<file path="src/rtl/qracc_seq_ctrl.sv">
// qracc_seq_ctrl: sequences weight-row loads and throttled ofmap pixel requests for the accelerator
module qracc_seq_ctrl #(
  parameter int DIM_W = 8,
  parameter int CH_W = 10,
  parameter int MAX_OUTSTANDING = 4
) (
  input  logic             clk,
  input  logic             nrst,
  input  logic [2:0]       trigger_i,
  input  logic             clear_i,
  input  logic [DIM_W-1:0] ofmap_h_i,
  input  logic [DIM_W-1:0] ofmap_w_i,
  input  logic [CH_W-1:0]  in_ch_i,
  output logic             busy_o,
  output logic [3:0]       state_o,
  output logic             wreq_valid_o,
  input  logic             wreq_ready_i,
  output logic [CH_W-1:0]  wreq_row_o,
  output logic             preq_valid_o,
  input  logic             preq_ready_i,
  output logic [DIM_W-1:0] preq_row_o,
  output logic [DIM_W-1:0] preq_col_o,
  input  logic             pix_done_i,
  output logic             done_o
);
  localparam int OW = $clog2(MAX_OUTSTANDING + 1);
  typedef enum logic [3:0] {IDLE = 4'd0, LOADW = 4'd1, COMPUTE = 4'd2, DRAIN = 4'd3, DONE = 4'd4} state_t;
  state_t state;
  logic [CH_W-1:0] n_ch, wrow;
  logic [DIM_W-1:0] h, w, row, col;
  logic [OW-1:0] outst;
  logic w_acc, p_acc, dec;
  assign busy_o = state != IDLE;
  assign state_o = state;
  assign done_o = state == DONE;
  assign wreq_valid_o = state == LOADW;
  assign preq_valid_o = state == COMPUTE && outst < OW'(MAX_OUTSTANDING);
  assign wreq_row_o = wrow;
  assign preq_row_o = row;
  assign preq_col_o = col;
  assign w_acc = wreq_valid_o && wreq_ready_i;
  assign p_acc = preq_valid_o && preq_ready_i;
  assign dec = pix_done_i && outst != '0;
  always_ff @(posedge clk or negedge nrst)
    if (!nrst) begin
      state <= IDLE;
      n_ch <= '0;
      wrow <= '0;
      h <= '0;
      w <= '0;
      row <= '0;
      col <= '0;
      outst <= '0;
    end else if (clear_i) begin
      state <= IDLE;
      n_ch <= '0;
      wrow <= '0;
      h <= '0;
      w <= '0;
      row <= '0;
      col <= '0;
      outst <= '0;
    end else begin
      case (state)
        IDLE:
          if (trigger_i == 3'd1) begin
            n_ch <= in_ch_i;
            wrow <= '0;
            state <= in_ch_i == '0 ? DONE : LOADW;
          end else if (trigger_i == 3'd2) begin
            h <= ofmap_h_i;
            w <= ofmap_w_i;
            row <= '0;
            col <= '0;
            outst <= '0;
            state <= (ofmap_h_i == '0 || ofmap_w_i == '0) ? DONE : COMPUTE;
          end
        LOADW:
          if (w_acc) begin
            wrow <= wrow + CH_W'(1);
            if (wrow == n_ch - CH_W'(1)) state <= DONE;
          end
        COMPUTE: begin
          outst <= outst + OW'(p_acc) - OW'(dec);
          if (p_acc) begin
            if (col == w - DIM_W'(1)) begin
              col <= '0;
              if (row == h - DIM_W'(1)) state <= DRAIN;
              else row <= row + DIM_W'(1);
            end else col <= col + DIM_W'(1);
          end
        end
        DRAIN: begin
          outst <= outst - OW'(dec);
          if (outst == '0) state <= DONE;
        end
        default: state <= IDLE;
      endcase
    end
endmodule

</file>
<file path="config.mk">
export PLATFORM = sky130hd
export DESIGN_NAME = qracc_seq_ctrl
export DESIGN_NICKNAME = d
export VERILOG_FILES = /design/src/rtl/qracc_seq_ctrl.sv
export SDC_FILE = /design/constraint.sdc
export NUM_CORES = 1
export LEC_CHECK = 0
export CAP_MARGIN = 30
export CORE_ASPECT_RATIO = 1.2
export CORE_MARGIN = 2
export CORE_UTILIZATION = 25
export DETAILED_ROUTE_END_ITERATION = 16
export PLACE_DENSITY = 0.58
export SYNTH_ARGS = -nofsm -noshare
export SYNTH_HDL_FRONTEND = slang
export SYNTH_SLANG_ARGS = --single-unit
</file>
<file path="constraint.sdc">
create_clock -name clk -period 2.65 [get_ports clk]
set_input_delay 0.53 -clock clk [delete_from_list [all_inputs] [get_ports clk]]
set_output_delay 0.53 -clock clk [all_outputs]
set_load 0.02 [all_outputs]
</file>
==> impl_metrics.csv, run 1 <==
group,metric,value,unit
outcome,status,"finished, final reports clean",
setup_path,cp_slowest_cell,"dfrtp_1",
drt,top_layer_used,"met4",
cts,cts_hold_buf,0,
sta,fin_crit,2.52,ns
global_routing,overflow,0,
sta,hold_viol,0,
yosys,synth_xor_area_share,8.68,%
floorplanning,die_x,117,µm
pwr,vdd_ir_drop_max,389,µV
job,cap_violations,0,
final_layout,syn_to_final_growth,39.6,%
floorplanning,initial_core_util,25.5,%
cts,cts_tree,"yes",
sta,fin_skew,0.00888,ns
setup_path,crit_path_cell_trace,"o31a_1 > ha_1 > inv_1 > ha_1 > inv_1 > fa_2 > xnor2_1 > nor2_1 > a21oi_1 > or3_1 > a21oi_2",
drt,postRouteAntennaNets,0,
setup_path,slowest_delay,0.46,ns
cts,cts_max_level,3,
sta,relSlewSlack,49.3,%
placement,gp_congestion,0.853,
yosys,ys_warn_count,0,
global_routing,antenna_found_initial,0,
yosys,syn_inst,427,
placement,hpwl,8560,µm
floorplanning,row_count,49,
setup_path,r2r_slack,0.13,ns
setup_path,reg2reg_depth,11,
global_routing,grt_pass1_vias,3763,
yosys,synth_edf_count,0,
sta,tightest_slew,0.761,ns
yosys,synthSimpleGateAreaFrac,25.5,%
sta,holdWs,0.335,ns
drt,wl_met3,577,µm
yosys,synthMuxAreaShare,5.51,%
setup_path,start_kind,"flop",
yosys,synth_top_family_by_area,"simple AND/OR/NAND/NOR gates",
yosys,synth_compound_area_share,14.9,%
setup_path,crit_fanout,5,
floorplanning,io_pins,69,
sta,drv_slew,0,
sta,setup_viol,0,
final_layout,finalNonFillerCells,739,
pwr,cellLeakagePower,2.27,nW
yosys,syn_avg_cell_area,8.98,µm²
setup_path,critPathArrivalTime,2.78,ns
yosys,synth_fp_nets,473,
yosys,yosys_most_used_dff,"dfrtp_1",
yosys,seq_area_frac_synth,37.8,%
placement,placed_cells,720,
cts,clock_path_buffers,2,
drt,via_per_inst,4.97,
setup_path,rr_endpoint,"outst[2]",
cts,numCtsBuffers,9,
floorplanning,die_area,0.0164,mm²
global_routing,grt_first_pass_wirelength,18600,µm
cts,cts.sinks,58,
drt,drt_first_pass_iters,4,
final_layout,fill_cells,1543,
sta,fin_crit_sh,95.1,%
yosys,synthArstFlopShare,100,%
setup_path,cp.required,2.91,ns
cts,clkLatencyLatePin,0.33,ns
drt,drt-met1-wl,4580,µm
yosys,synth_fa_ha_area_share,3.78,%
drt,met2RoutedLength,5660,µm
setup_path,cp-end-kind,"flop",
final_layout,diodes,0,
yosys,syn_area,0.00384,mm²
placement,placed_area,0.00501,mm²
pwr,cellPowerDensity,693,mW/mm²
final_layout,drive_above_1_share,15.3,%
sta,fmax,0.397,GHz
placement,numPortBuffers,67,
cts,root_buffer,"clkbuf_16",
drt,routed_wl,11100,µm
sta,tns,0,ns
global_routing,track_usage,14.5,%
yosys,synth_cell_types,65,
final_layout,final_util,35.6,%
drt,vias,3674,
sta,rsz0062_at_grt,"yes",
setup_path,critPathKind,"flop to flop",
final_layout,final_cell_area,0.00535,mm²
floorplanning,die_h,140,µm
floorplanning,core,0.0150,mm²
drt,drt_iter0_markers,157,
global_routing,grt_start_max_net_pins,59,
cts,clk_pin_slew_worst_paths,0.05,ns
min_path,hold_path.class,"primary input to asynchronous set/reset pin",
setup_path,rr_startpoint,"outst[2]",
final_layout,fin_nets,576,
yosys,synth_seq_cells,58,
drt,route.detailed.drc,0,
drt,wl_per_cell,15.1,µm
[Yosys cell counts, types with 3 or more instances]
cell type	count	area share [%]
nor2_1	35	3.4
xor2_1	18	4.1
o21ai_0	14	1.8
nor3_1	15	2.0
and2_1	3	0.49
dfrtp_1	58	38
and3_1	8	1.3
a31oi_1	5	0.82
nor4b_1	3	0.69
ha_1	10	3.3
a32oi_1	3	0.69
a22o_1	8	1.8
a21oi_1	18	2.3
nand2_1	46	4.5
or2_2	5	0.82
xnor2_1	20	4.6
o31ai_1	4	0.78
nand3_1	15	2.0
nor3b_1	6	1.2
mux2i_1	20	5.2
nand2b_1	6	0.98
nor4_1	11	1.8
or3_1	4	0.65
clkbuf_1	15	1.5
nand3b_1	3	0.59
nand4_1	5	0.82
a211oi_1	3	0.59
inv_1	18	1.8
[stage by stage]
stage	power, W	setup slack [ns]
after floorplan	0.00191	0.00319
after global placement	0.00246	-0.0480
after detailed placement	0.00250	-0.146
after CTS	0.00369	0.0183
after global routing	0.00394	-0.0388
final	0.00371	0.129
[cell families after synthesis]
logic type,after synthesis
adders and majority gates,11
DFF,58
and+or+nand+nor,182
xor gates and xnor gates,38
other,1
muxes,21
buffers and inverters,36
AOI/OAI and AO/OA,80
[critical path, delay by kind of cell (launching register included)]
kind | cells | cell delay (ns)
xor gates and xnor gates | 1 | 0.13
buffers and inverters | 2 | 0.11
AOI/OAI and AO/OA | 3 | 0.52
and+or+nand+nor | 2 | 0.47
adders and majority gates | 3 | 0.75
DFF | 1 | 0.46
[final cells by class]
type / instances / area (µm²) / share of cell area, %
Multi-Input combinational cell: 333 / 2290 / 42.7
Clock buffer: 14 / 264 / 4.93
Timing Repair Buffer: 110 / 991 / 18.5
Inverter: 18 / 67.6 / 1.26
Sequential cell: 58 / 1450 / 27.1
Clock inverter: 2 / 35.0 / 0.654
Tap cell: 204 / 255 / 4.77
[timing repair]
item                                    in CTS  in global routing
pin swaps                                    0                  7
endpoints found under the setup margin       1                 10
resized for setup                            1                  5
endpoints found under the hold margin        0                  0
buffers inserted                             0                  3
[placed cells by master (no fill, tap or decap), drive strengths merged, types with 3 or more instances in the layout]
cell,instances
nand2b,6
nand2,46
nand3,15
a31oi,5
inv,18
xnor2,20
a21oi,18
buf,44
nand4,5
nor2,36
and2,3
o21ai,14
a211oi,4
or3,4
nand3b,3
and3,8
ha,10
nor3b,6
o31ai,4
or2,5
nor4,14
clkbuf,14
mux2i,20
or3b,3
a22o,8
nor4b,3
nor3,15
clkdlybuf4s50,65
o211ai,3
dfrtp,58
xor2,18
a32oi,3
[where the power goes]
part           internal, W  switching (W)  total [W]  leakage [nW]
combinational     0.000713       0.000773    0.00149          1.32
sequential        0.000958      0.0000923    0.00105         0.802
clock             0.000777       0.000399    0.00118         0.147
total              0.00245        0.00126    0.00371          2.27
[registers in the layout, indices dropped and copies added (netlist names)]
name / count
wreq_row_o: 10
w: 8
outst: 3
preq_col_o: 8
preq_row_o: 8
state_o: 3
n_ch: 10
h: 8
[routing by layer]
metal / up-vias / GRT usage [%]
met5: - / 0
met2: 114 / 24.6
li1: 1754 / -
met3: 25 / 3.14
met1: 1781 / 17.5
met4: 0 / 6.32
[worst max-delay path by stage]
stage,start,end,slack [ns]
after floorplan,state_o[2],outst[2],0.003
after global placement,trigger_i[1],preq_row_o[4],-0.05
after detailed placement,preq_ready_i,outst[2],-0.15
after CTS,w[1],state_o[1],0.02
after global routing,state_o[2],outst[2],-0.04
final,outst[2],outst[2],0.13
Power figures use the tool's default switching activity.
==> run 2, diff against run 1 <==
SETUP_SLACK_MARGIN = 0.2   (was default)
==> run 2 against run 1 <==
  * Critical path depth decreased by 2
  * Via count increased by 0.93%
  * Sequential power about the same
  * Wire length about the same
  * Global-route usage decreased by 0.59 points
  * First-iteration DRC count increased by 28%
  * Power increased by 1.2%
  * Clock skew increased by 0.0011 ns
==> impl_metrics.csv, run 2 (synthesis results as in run 1) <==
group,metric,value,unit
placement,gp_congestion,0.793,
global_routing,grt_start_max_net_pins,28,
cts,cts.sinks,58,
final_layout,drive_above_1_share,20.8,%
drt,vias,3708,
setup_path,r2r_slack,0.18,ns
final_layout,final_cell_mix,"clkdlybuf4s50_1, dfrtp_1, buf_4",
placement,placed_cells,717,
global_routing,antenna_found_initial,0,
drt,wl_per_cell,14.9,µm
outcome,status,"finished, final reports clean",
drt,drt_iter0_markers,201,
pwr,cellLeakagePower,2.31,nW
min_path,hold_path.class,"primary input to asynchronous set/reset pin",
setup_path,crit_path_cell_trace,"inv_2 > ha_4 > or3b_4 > nor4_4 > o211ai_2 > a211oi_4 > nor2_4 > or4_1 > a21boi_1",
cts,cts_hold_buf,0,
placement,dp_slack,-0.117,ns
cts,cts_tree,"yes",
floorplanning,core,0.0150,mm²
cts,numCtsBuffers,9,
pwr,clockPowerShare,31.0,%
final_layout,final_util,37.0,%
pwr,p_sw,0.00132,W
setup_path,crit_fanout,6,
sta,rsz0062_at_grt,"yes",
setup_path,cp-end-kind,"flop",
sta,setup_viol,0,
floorplanning,die_area,0.0164,mm²
cts,clock_path_buffers,2,
final_layout,final_common_cell,"clkdlybuf4s50_1",
floorplanning,initial_core_util,25.5,%
floorplanning,die_x,117,µm
pwr,p_int,0.00244,W
sta,drv_slew,0,
setup_path,rr_startpoint,"w[0]",
pwr,comb_power_share,40.7,%
pwr,cellPowerDensity,677,mW/mm²
cts,cts_max_level,3,
setup_path,critPathKind,"flop to flop",
final_layout,syn_to_final_growth,44.7,%
placement,numPortBuffers,67,
global_routing,track_usage,13.9,%
setup_path,rr_endpoint,"preq_row_o[2]",
setup_path,reg2reg_depth,9,
pwr,p_seq_share,28.2,%
setup_path,cp_slowest_cell,"or4_1",
global_routing,grt_first_pass_wirelength,18200,µm
sta,fin_skew,0.0100,ns
cts,clk_pin_slew_worst_paths,0.06,ns
final_layout,finalNonFillerCells,746,
drt,drt_first_pass_iters,4,
setup_path,crit_path_start,"w[0]",
sta,relSlewSlack,56.8,%
drt,route.detailed.drc,0,
pwr,vdd_ir_drop_max,436,µV
setup_path,critPathArrivalTime,2.71,ns
global_routing,overflow,0,
sta,fin_crit,2.47,ns
final_layout,diodes,0,
placement,hpwl,8440,µm
pwr,p_sw_share,35.1,%
drt,routed_wl,11100,µm
final_layout,fill_cells,1508,
floorplanning,die_h,140,µm
sta,fin_crit_sh,93.0,%
final_layout,fin_nets,583,
cts,clkLatencyLatePin,0.33,ns
job,cap_violations,0,
floorplanning,io_pins,69,
setup_path,slowest_delay,0.51,ns
sta,hold_viol,0,
sta,fin_ws,0.185,ns
setup_path,cp.required,2.89,ns
drt,postRouteAntennaNets,0,
sta,tightest_slew,0.643,ns
floorplanning,row_count,49,
sta,fmax,0.406,GHz
cts,root_buffer,"clkbuf_16",
drt,via_per_inst,4.97,
global_routing,grt_pass1_vias,3745,
setup_path,start_kind,"flop",
run 2: changes by cell type in the layout (fill, tap and decap cells not counted), sizes merged:
cell and change:
dlygate4sd2 +2, dlymetal6s2s -1, clkdlybuf4s50 -1, clkinvlp +2, nor2 +1, buf +6, clkbuf -3, clkinv +1
run 2: how the worst max path moves through the flow:
stage                          to  slack [ns]  cells after the start
floorplan                outst[2]        0.06                     13
finish              preq_row_o[2]        0.18                      9
CTS                 preq_row_o[2]        0.19                      9
global placement         outst[2]       -0.05                     12
detailed placement       outst[2]       -0.12                     12
global route        preq_row_o[2]        0.08                      9
run 2: power groups by stage:
| stage | Sequential (W) | Combinational [W] | Clock, W |
|---|---|---|---|
| finish | 0.00106 | 0.00153 | 0.00117 |
| global placement | 0.00108 | 0.00140 | 0 |
| floorplan | 0.00109 | 0.000869 | 0 |
| CTS | 0.00106 | 0.00148 | 0.00119 |
| global route | 0.00108 | 0.00168 | 0.00123 |
| detailed placement | 0.00108 | 0.00143 | 0 |
run 2: routing by layer:
metal | global-route usage (%) | vias to the layer above | part of all wire [%]
met4 | 4.58 | 0 | 1.9
met1 | 17.6 | 1831 | 42
li1 | - | 1774 | -
met2 | 23.3 | 88 | 51
met3 | 3.22 | 15 | 5.3
met5 | 0 | - | 0
run 2: layout make-up:
cell class	count	area [µm²]	share of cell area (%)
clock inverters	5	55.1	0.991
clock buffers	11	243	4.37
well taps	204	255	4.60
repair buffers	116	1030	18.6
inverters	18	67.6	1.22
multi-input cells	334	2440	44.0
flip-flops and latches	58	1460	26.2
run 2: timing repair:
item                                    4_1_cts  5_1_grt
endpoints found under the setup margin       12       21
pin swaps                                     2        5
cloned                                        0        1
gates resized for setup                      10       20
setup buffers                                 6        6
run 2: critical path: cells and delay by family, from the launching register on:
| kind | cells | cell delay [ns] |
|---|---|---|
| AND/OR/NAND/NOR | 4 | 1.19 |
| AO/OA/AOI/OAI | 3 | 0.59 |
| flip-flops | 1 | 0.39 |
| adder cells (fa/ha/maj) | 1 | 0.14 |
| buffers and inverters | 1 | 0.07 |
run 2: through the flow:
stage	TNS (ns)	total power, W	cell area (µm²)	hold slack, ns
after CTS	0	0.00373	5410	0.222
after detailed placement	-0.441	0.00251	5030	0.527
after floorplan	0	0.00196	3920	0.234
after global routing	0	0.00399	5550	0.257
final	0	0.00376	5550	0.210
after global placement	-0.121	0.00248	5030	0.513
==> run 3, diff against run 2 <==
CAP_MARGIN = default   (was 30)
SLEW_MARGIN = 25   (was default)
==> results of run 3 <==
Final layout, timing and power as in run 2 (identical DEF).
